### src/rtl/bypass_symbol_collector_pkg.sv
// Shared types, sizing constants and helpers for the bypass symbol collector.
package bypass_symbol_collector_pkg;

  localparam int MAX_BINS_PER_CYCLE = 4;
  localparam int BIN_WIDTH          = MAX_BINS_PER_CYCLE;
  localparam int MAX_LEN            = 16;
  localparam int LEN_W              = 5;

  typedef enum logic [1:0] {
    IDLE    = 2'd0,
    COLLECT = 2'd1,
    HOLD    = 2'd2
  } state_e;

  // Bins to request this cycle minus one: min(remaining, MAX_BINS_PER_CYCLE) - 1.
  // A zero remaining count maps to 0 so the select never wraps.
  function automatic logic [1:0] calc_n_bin(input logic [LEN_W-1:0] remaining);
    logic [1:0] n;
    if (remaining >= LEN_W'(MAX_BINS_PER_CYCLE)) begin
      n = 2'(MAX_BINS_PER_CYCLE - 1);
    end else if (remaining == '0) begin
      n = 2'd0;
    end else begin
      n = 2'(remaining - LEN_W'(1));
    end
    return n;
  endfunction

  // Out-of-range requested lengths are clamped to the longest legal symbol.
  function automatic logic [LEN_W-1:0] clamp_len(input logic [LEN_W-1:0] len);
    return (len > LEN_W'(MAX_LEN)) ? LEN_W'(MAX_LEN) : len;
  endfunction

endpackage

### src/rtl/bypass_symbol_collector_if.sv
// Request, decoder-bin and symbol-handoff signals of the bypass symbol collector.
interface bypass_symbol_collector_if;
  import bypass_symbol_collector_pkg::*;

  logic                 start;
  logic [LEN_W-1:0]     sym_len;
  logic                 busy;
  logic                 bin_req;
  logic [1:0]           n_bin;
  logic                 bin_valid;
  logic [BIN_WIDTH-1:0] bin_in;
  logic                 sym_valid;
  logic                 sym_ready;
  logic [MAX_LEN-1:0]   sym_data;
  logic [LEN_W-1:0]     sym_len_out;

  // Environment side: issues requests, supplies bins, consumes symbols.
  modport master (
    output start, sym_len, bin_valid, bin_in, sym_ready,
    input  busy, bin_req, n_bin, sym_valid, sym_data, sym_len_out
  );

  // Collector side.
  modport slave (
    input  start, sym_len, bin_valid, bin_in, sym_ready,
    output busy, bin_req, n_bin, sym_valid, sym_data, sym_len_out
  );

endinterface

### src/rtl/bypass_symbol_collector_bin_order_merge.sv
// Appends k freshly decoded bins to the accumulator. The decoder delivers the
// first bin in bit 0, but the symbol is built MSB-first, so the k bins are
// reversed before being shifted in below the existing accumulator bits.
module bin_order_merge
  import bypass_symbol_collector_pkg::*;
(
  input  logic [MAX_LEN-1:0]   acc,
  input  logic [BIN_WIDTH-1:0] bin_in,
  input  logic [2:0]           k,
  output logic [MAX_LEN-1:0]   acc_next
);

  logic [BIN_WIDTH-1:0] bins_rev;

  // Reverse bin order so bin_in[0] lands in the most significant position.
  always_comb begin
    bins_rev = '0;
    for (int i = 0; i < BIN_WIDTH; i++) begin
      bins_rev[i] = bin_in[BIN_WIDTH-1-i];
    end
  end

  // Shift the accumulator by k and fill with the top k reversed bins.
  always_comb begin
    acc_next = acc;
    unique case (k)
      3'd1:    acc_next = {acc[MAX_LEN-2:0], bins_rev[3]};
      3'd2:    acc_next = {acc[MAX_LEN-3:0], bins_rev[3:2]};
      3'd3:    acc_next = {acc[MAX_LEN-4:0], bins_rev[3:1]};
      3'd4:    acc_next = {acc[MAX_LEN-5:0], bins_rev[3:0]};
      default: acc_next = acc;
    endcase
  end

endmodule

### src/rtl/bypass_symbol_collector.sv
// Collects 1..4 bypass bins per cycle from the EP decoder into a fixed-length
// symbol and hands it to the syntax stage on a valid/ready handshake.
module bypass_symbol_collector
  import bypass_symbol_collector_pkg::*;
(
  input logic                      clk,
  input logic                      rst_n,
  bypass_symbol_collector_if.slave bus
);

  state_e             state_q, state_d;
  logic [LEN_W-1:0]   remaining_q, remaining_d;
  logic [MAX_LEN-1:0] acc_q, acc_d;
  logic [LEN_W-1:0]   len_q, len_d;

  logic [1:0]         n_bin;
  logic [2:0]         k;
  logic [MAX_LEN-1:0] acc_merged;
  logic [LEN_W-1:0]   start_len;
  logic               handoff;

  bin_order_merge u_merge (
    .acc      (acc_q),
    .bin_in   (bus.bin_in),
    .k        (k),
    .acc_next (acc_merged)
  );

  assign start_len = clamp_len(bus.sym_len);
  assign n_bin     = (state_q == COLLECT) ? calc_n_bin(remaining_q) : 2'd0;
  assign k         = {1'b0, n_bin} + 3'd1;
  assign handoff   = (state_q == HOLD) && bus.sym_ready;

  assign bus.busy        = (state_q != IDLE);
  assign bus.bin_req     = (state_q == COLLECT);
  assign bus.n_bin       = n_bin;
  assign bus.sym_valid   = (state_q == HOLD);
  assign bus.sym_data    = acc_q;
  assign bus.sym_len_out = len_q;

  // Next-state logic: accept requests, absorb bins, and release symbols.
  always_comb begin
    state_d     = state_q;
    remaining_d = remaining_q;
    acc_d       = acc_q;
    len_d       = len_q;
    unique case (state_q)
      IDLE: begin
        if (bus.start) begin
          len_d       = start_len;
          remaining_d = start_len;
          acc_d       = '0;
          state_d     = (start_len == '0) ? HOLD : COLLECT;
        end
      end
      COLLECT: begin
        if (bus.bin_valid) begin
          acc_d       = acc_merged;
          remaining_d = remaining_q - LEN_W'(k);
          if (remaining_d == '0) begin
            state_d = HOLD;
          end
        end
      end
      HOLD: begin
        if (handoff) begin
          if (bus.start) begin
            len_d       = start_len;
            remaining_d = start_len;
            acc_d       = '0;
            state_d     = (start_len == '0) ? HOLD : COLLECT;
          end else begin
            state_d = IDLE;
          end
        end
      end
      default: state_d = IDLE;
    endcase
  end

  // State, counter and accumulator registers with synchronous reset.
  always_ff @(posedge clk) begin
    if (!rst_n) begin
      state_q     <= IDLE;
      remaining_q <= '0;
      acc_q       <= '0;
      len_q       <= '0;
    end else begin
      state_q     <= state_d;
      remaining_q <= remaining_d;
      acc_q       <= acc_d;
      len_q       <= len_d;
    end
  end

endmodule

### src/flat_wrapper.sv
// flat-port wrapper written by rule: the top's interface ports become plain ports
module bypass_symbol_collector_flat import bypass_symbol_collector_pkg::*;
  (clk, rst_n, bus_start, bus_sym_len, bus_bin_valid, bus_bin_in, bus_sym_ready, bus_busy, bus_bin_req, bus_n_bin, bus_sym_valid, bus_sym_data, bus_sym_len_out);
  bypass_symbol_collector_if bus_i ();
  input logic clk;
  input logic rst_n;
  input wire logic [$bits(bus_i.start)-1:0] bus_start;
  input wire logic [$bits(bus_i.sym_len)-1:0] bus_sym_len;
  input wire logic [$bits(bus_i.bin_valid)-1:0] bus_bin_valid;
  input wire logic [$bits(bus_i.bin_in)-1:0] bus_bin_in;
  input wire logic [$bits(bus_i.sym_ready)-1:0] bus_sym_ready;
  output wire logic [$bits(bus_i.busy)-1:0] bus_busy;
  output wire logic [$bits(bus_i.bin_req)-1:0] bus_bin_req;
  output wire logic [$bits(bus_i.n_bin)-1:0] bus_n_bin;
  output wire logic [$bits(bus_i.sym_valid)-1:0] bus_sym_valid;
  output wire logic [$bits(bus_i.sym_data)-1:0] bus_sym_data;
  output wire logic [$bits(bus_i.sym_len_out)-1:0] bus_sym_len_out;
  assign bus_i.start = bus_start;
  assign bus_i.sym_len = bus_sym_len;
  assign bus_i.bin_valid = bus_bin_valid;
  assign bus_i.bin_in = bus_bin_in;
  assign bus_i.sym_ready = bus_sym_ready;
  assign bus_busy = bus_i.busy;
  assign bus_bin_req = bus_i.bin_req;
  assign bus_n_bin = bus_i.n_bin;
  assign bus_sym_valid = bus_i.sym_valid;
  assign bus_sym_data = bus_i.sym_data;
  assign bus_sym_len_out = bus_i.sym_len_out;
  bypass_symbol_collector u_core (.clk(clk), .rst_n(rst_n), .bus(bus_i));
endmodule
### config.mk
export PLATFORM = sky130hd
export DESIGN_NAME = bypass_symbol_collector_flat
export DESIGN_NICKNAME = d
export VERILOG_FILES = /design/src/rtl/bypass_symbol_collector_pkg.sv /design/src/rtl/bypass_symbol_collector_if.sv /design/src/rtl/bypass_symbol_collector_bin_order_merge.sv /design/src/rtl/bypass_symbol_collector.sv /design/src/flat_wrapper.sv
export SDC_FILE = /design/constraint.sdc
export NUM_CORES = 1
export LEC_CHECK = 0
export BUFFER_PORTS_ARGS = -buffer_cell sky130_fd_sc_hd__buf_2
export CELL_PAD_IN_SITES_DETAIL_PLACEMENT = 2
export CELL_PAD_IN_SITES_GLOBAL_PLACEMENT = 2
export CORE_ASPECT_RATIO = 1.4
export CORE_MARGIN = 5
export CORE_UTILIZATION = 30
export DETAILED_ROUTE_END_ITERATION = 7
export PLACE_DENSITY = 0.76
export SLEW_MARGIN = 15
export SYNTH_ARGS = -nofsm -noshare
export SYNTH_HDL_FRONTEND = slang
export SYNTH_HIERARCHICAL = 1
export SYNTH_SLANG_ARGS = --single-unit
export TNS_END_PERCENT = 30
### constraint.sdc
create_clock -name clk -period 2.67 [get_ports clk]
set_input_delay 0.267 -clock clk [delete_from_list [all_inputs] [get_ports clk]]
set_output_delay 0.267 -clock clk [all_outputs]
set_load 0.005 [all_outputs]
; After elaboration in Yosys (flattened, before gate mapping)
; Index checks and enable logic that the tools add are counted.
[totals]
output_inout_bits = 26
inputBits = 14
elab_cells = 55
register_bits = 28
[classes]
n_lt_le_gt_ge = 2
n_reduce_logical = 12
n_mux = 23
n_eq_ne = 11
n_addsub = 3
[ops]
columns = op, n
row1 = $pmux 16 s4, 1
row2 = $mux 16, 3
row3 = $pmux 16 s3, 1
row4 = $mux 5, 6
row5 = $mux 2, 9
row6 = $logic_not 5->1, 3
row7 = $pmux 5 s3, 1
row8 = $pmux 5 s2, 1
row9 = $reduce_and 4->1, 2
row10 = $eq 3x2->1 const B, 2
row11 = $pmux 2 s3, 1
row12 = $ge 5x3->1 const B, 1
row13 = $gt 5x5->1 const B, 1
row14 = $ne 5x1->1 const B, 1
row15 = $sub 5x3->5, 1
row16 = $ne 2x1->1 const B, 2
row17 = $ne 2x2->1 const B, 2
row18 = $reduce_bool 2->1, 2
row19 = $add 2x1->3 const B, 1
row20 = $eq 3x1->1 const B, 1
row21 = $eq 3x3->1 const B, 1
row22 = $reduce_and 3->1, 1
row23 = $reduce_bool 3->1, 1
row24 = $eq 2x1->1 const B, 1
row25 = 5 further kinds, 5

; Logic depth before layout (Yosys ltp)
[logic_depth]
depth_word = 10
depth_mapped = 13
ltp_nobuf = 12

; Cells and area by module
; The synthesis kept the hierarchy.
[modules_own_cells]
columns = mod, cells_each, area_per_inst_um2, n_inst, seq_area_each_um2
row1 = bypass_symbol_collector, 151, 1400.1, 1, 560.5
row2 = bin_order_merge, 117, 857.1, 1, 0.0

; Least setup slack after synthesis
; Ideal clock, no wire load.
[synth_path]
path_kind = register -> register
from = register u_core.remaining_q[1]
to = register u_core.state_q[1]
arrival_time_ps = 2744
setup_time_ps = 119
stages_incl_launch_ff = 12
period_less_slack_ps = 2863
path_buffers = 0
required_ps = 2551
path_slack_ps = -193
path_cell_list = dfxtp_1 > inv_1 > ha_1 > or2_2 > a21oi_1 > ha_1 > inv_1 > fa_1 > a211oi_2 > xor2_1 > nor4b_2 > o221a_2
[synth_between]
elab_chain_cells = 9
elab_cells_between_ends = 11
cone_classes = add/sub: 3 / order compare: 1 / eq/ne: 1 / mux: 3 / reduce/logical: 3
[synth_lines]
columns = element, line
row1 = from (decl), bypass_symbol_collector.sv:12  ; logic [LEN_W-1:0] remaining_q, remaining_d;
row2 = from (signal assigned), bypass_symbol_collector.sv:90  ; remaining_q <= remaining_d;
row3 = $sub 2x1->2 / $logic_not 5->1 (equally long branches), "bypass_symbol_collector_pkg.sv:24, bypass_symbol_collector_pkg.sv:21"
row4 = $mux 2, bypass_symbol_collector_pkg.sv:21  ; end else if (remaining == '0) begin
row5 = $mux 2 *, bypass_symbol_collector_pkg.sv:19  ; if (remaining >= LEN_W'(MAX_BINS_PER_CYCLE)) begin
row6 = $mux 2 *, bypass_symbol_collector.sv:30  ; assign n_bin = (state_q == COLLECT) ? calc_n_bin(remaining_q) : 2'd0;
row7 = net bus_n_bin[1], flat_wrapper.sv:14  ; output wire logic [$bits(bus_i.n_bin)-1:0] bus_n_bin;
row8 = $add 2x1->3 *, bypass_symbol_collector.sv:31  ; assign k = {1'b0, n_bin} + 3'd1;
row9 = net u_core.k[1], bypass_symbol_collector.sv:17  ; logic [2:0] k;
row10 = $sub 5x3->5 *, bypass_symbol_collector.sv:59  ; remaining_d = remaining_q - LEN_W'(k);
row11 = $logic_not 5->1 *, bypass_symbol_collector.sv:60  ; if (remaining_d == '0) begin
row12 = $ne 2x1->1 (no source line) *, n/a
row13 = $reduce_and 4->1 (no source line) *, n/a
row14 = to (signal assigned), bypass_symbol_collector.sv:89  ; state_q <= state_d;
row15 = to (decl), bypass_symbol_collector.sv:11  ; state_e state_q, state_d;
; Mark *: on every way through the listed nets, which the timed path passes. The rest lies on a longest branch.
; A chain may end at the register's enable or synchronous reset.

; Worst setup path in the final report
[layout_path]
from = register u_core.remaining_q[1]
to = register u_core.state_q[1]
[layout_between]
elab_chain_cells = 9
elab_cells_between_ends = 11
cone_classes = add/sub: 3 / order compare: 1 / eq/ne: 1 / mux: 3 / reduce/logical: 3
[layout_lines]
columns = element, line
row1 = $sub 2x1->2 / $logic_not 5->1 (equally long branches), "bypass_symbol_collector_pkg.sv:24, bypass_symbol_collector_pkg.sv:21"
row2 = $mux 2, bypass_symbol_collector_pkg.sv:21
row3 = $mux 2 *, bypass_symbol_collector_pkg.sv:19
row4 = $mux 2 *, bypass_symbol_collector.sv:30
row5 = $add 2x1->3 *, bypass_symbol_collector.sv:31
row6 = net u_core.k[1], bypass_symbol_collector.sv:17
row7 = $sub 5x3->5 *, bypass_symbol_collector.sv:59
row8 = $logic_not 5->1 *, bypass_symbol_collector.sv:60
row9 = $ne 2x1->1 (no source line) *, n/a
row10 = $reduce_and 4->1 (no source line) *, n/a
; Marks and branches as above.

==> results.json <==
{
  "ys_async_sr_fraction_pct": 0,
  "routed_wl_um": 8107,
  "syn_nets": 288,
  "start_kind": "register",
  "cp-end-kind": "register",
  "placed_cells": 408,
  "dr_wl_met2_um": 4378,
  "seq_power_share_pct": 28.4,
  "pre_cts_ws_ns": -0.1101,
  "drc_errors": 0,
  "netlist-cell-type-count": 50,
  "placement.io_buffers": 39,
  "r2r_cells": 12,
  "violations": "negative setup slack",
  "gp_congestion": 0.7631,
  "synthCells": 268,
  "placed_area_um2": 2680,
  "synth_enable_flop_cells": 0,
  "required_ns": 2.86,
  "die_h_um": 112.6,
  "clk_root_buffer_cell": "clkbuf_8",
  "numCtsBuffers": 3,
  "fin_ws_ns": -0.007985,
  "io_pins": 40,
  "power.density_nw_per_um2": 586.8,
  "netlist_area_um2": 2257,
  "core_um2": 7361,
  "slew_viol_final": 0,
  "drt_iter0_drc": 196,
  "drive_gt1_share_pct": 34.28,
  "slowest_delay_ns": 0.37,
  "leakage_nw": 1.157,
  "vias_per_cell": 5.699,
  "met3_length_um": 224,
  "setup_viol": 1,
  "diodes": 0,
  "cp_top_family": "adder cells",
  "clock_power_share_pct": 21.4,
  "cp_num_buf_inv": 3,
  "slew_headroom_pct": 51.99,
  "die_area_um2": 9383,
  "fmax_ghz": 0.3734,
  "cts_hold_buf": 0,
  "numClockSinks": 28,
  "regToRegSetupSlack_ns": -0.008,
  "ys_seq_area_share_pct": 24.83,
  "track_usage_pct": 17.05,
  "vias": 2365,
  "min_period_ns": 2.678,
  "crit_slowest_cell": "fa_2",
  "instances_no_fill": 415,
  "crit_cells": 12,
  "crit_fanout": 2,
  "combPwrFrac_pct": 50.2,
  "grt_pass1_wl_um": 13230,
  "final.setup.tns_ns": -0.007985,
  "dpl.hpwl_um": 5499,
  "grt_start_max_net_pins": 37,
  "worstSkewPairLatency_ns": 0.29,
  "final_cell_area_um2": 2839,
  "clock_skew_ns": 0.002531,
  "final_core_util_pct": 38.57,
  "grt_pass1_vias": 2576,
  "whs_endpoint": "u_core/state_q[0]",
  "switchingPower_mw": 0.6261,
  "ir_drop_v": 0.0002521,
  "nNetsFinal": 339,
  "final-hold-violation-count": 0,
  "syn_to_final_growth_pct": 25.78,
  "ys_ff_latch": 28,
  "p_int_mw": 1.040,
  "total_power_mw": 1.666,
  "antenna_found_initial": 0,
  "die_w_um": 83.31,
  "cp.arrival_ns": 2.87,
  "swShare_pct": 37.59,
  "layout_commonest_cell": "buf_2",
  "max-cap-violations": 0,
  "initial_core_util_pct": 30.66,
  "path_cells": "inv_2 -> ha_4 -> or2_4 -> a21oi_4 -> ha_4 -> inv_4 -> fa_2 -> a211oi_2 -> xor2_1 -> buf_4 -> nor4b_4 -> o221a_2",
  "synth_top_flop_cell": "dfxtp_1",
  "holdPathStages": 2,
  "layout_common_cells": "buf_2, nand3b_1, buf_4, nor2_1, dfxtp_1",
  "ant_nets": 0,
  "rsz0062_at_grt": "yes",
  "fp-row-count": 37,
  "r2r-end": "u_core/state_q[1]",
  "grt.overflow.total": 0,
  "hp-start": "bus_bin_valid",
  "fin_crit_sh_pct": 100.3,
  "yosys_warnings": 6,
  "cpMostUsedCell": "ha_4",
  "clockBufferDepth": 2,
  "wl_per_cell_um": 19.53,
  "worst-slew-pin-transition_ns": 0.7194,
  "first_pass_iters": 4,
  "r2r_start": "u_core/remaining_q[1]",
  "hp-class": "primary input to register",
  "highest_layer": "met4",
  "h-tree-depth": 1,
  "syn_area_per_cell_um2": 8.422,
  "criticalPathCategory": "register to register",
  "whs_ns": 0.2421,
  "m1WireLength_um": 3296,
  "cts_tree": "built",
  "path_clk_slew_ns": 0.11,
  "status": "finished with violations"
}
[repair_timing]
item | in CTS | in global routing
gates cloned | 0 | 0
pin swaps | 12 | 6
buffers inserted | 3 | 0
hold endpoints to repair | 0 | 0
setup endpoints to repair | 20 | 16
resized for setup | 11 | 10
[metal layers]
| layer | vias up | global-route usage (%) |
|---|---|---|
| met2 | 46 | 33.73 |
| met1 | 1200 | 18.53 |
| met3 | 16 | 1.982 |
| met4 | 0 | 5.344 |
| met5 | - | 0 |
| li1 | 1103 | - |
[synth_stat cells, types with 2 or more instances]
library cell / n / area (µm²)
ha_1: 5 / 62.56
and2_1: 2 / 12.51
a21oi_1: 19 / 95.09
mux2i_1: 5 / 50.05
nor2_1: 27 / 101.4
a221o_1: 16 / 160.2
o22a_1: 16 / 140.1
nor3_1: 5 / 25.02
or2_2: 2 / 12.51
nand3b_1: 34 / 255.2
and3b_1: 2 / 17.52
o21ai_0: 4 / 20.02
a211oi_1: 2 / 15.01
clkbuf_1: 8 / 30.03
dfxtp_1: 28 / 560.5
buf_6: 6 / 67.56
a22oi_1: 16 / 120.1
nand3_1: 2 / 10.01
nor2b_1: 6 / 37.54
nor2_2: 3 / 18.77
nand2b_1: 17 / 106.4
nand2_1: 4 / 15.01
buf_2: 7 / 35.03
inv_1: 6 / 22.52
[worst max path at each step]
stage                           from                     end  slack [ns]
2_1_floorplan  u_core/remaining_q[1]       u_core/state_q[1]        0.05
3_3_place_gp   u_core/remaining_q[0]  u_core/bus.sym_data[7]        0.02
3_5_place_dp   u_core/remaining_q[0]       u_core/state_q[1]       -0.11
4_1_cts        u_core/remaining_q[2]       u_core/state_q[1]        0.03
5_1_grt        u_core/remaining_q[1]       u_core/state_q[1]       -0.07
6_report       u_core/remaining_q[1]       u_core/state_q[1]      -0.008
[cells by family after synthesis]
group	Yosys count	share of synthesized area (%)
compound gates	86	30.93
xor+xnor	2	0.7762
fa+ha+maj	6	3.659
buf+inv	31	7.593
flops	28	24.83
mux	5	2.217
simple gates	110	29.99
[final cells by class]
type                       count  area (µm²)
tap                           97       121.4
timing repair buffer          69       432.9
inverter                       8       32.53
clock buffer                   3       41.29
clock inverter                 1       30.03
fill                         849        4522
sequential                    28       568.0
multi-input combinational    209        1613
[sequential cells by signal (all words and copies together) (netlist names)]
signal and count:
u_core/remaining_q 5, u_core/state_q 2, u_core/bus.sym_data 16, u_core/bus.sym_len_out 5
[power by group through the flow]
stage / clock network [mW] / logic (mW) / registers (mW)
final: 0.356 / 0.836 / 0.474
after global routing: 0.390 / 0.902 / 0.478
after CTS: 0.369 / 0.820 / 0.472
after detailed placement: 0 / 0.761 / 0.479
after global placement: 0 / 0.726 / 0.478
after floorplan: 0 / 0.518 / 0.477
(Power assumes the default switching activity.)
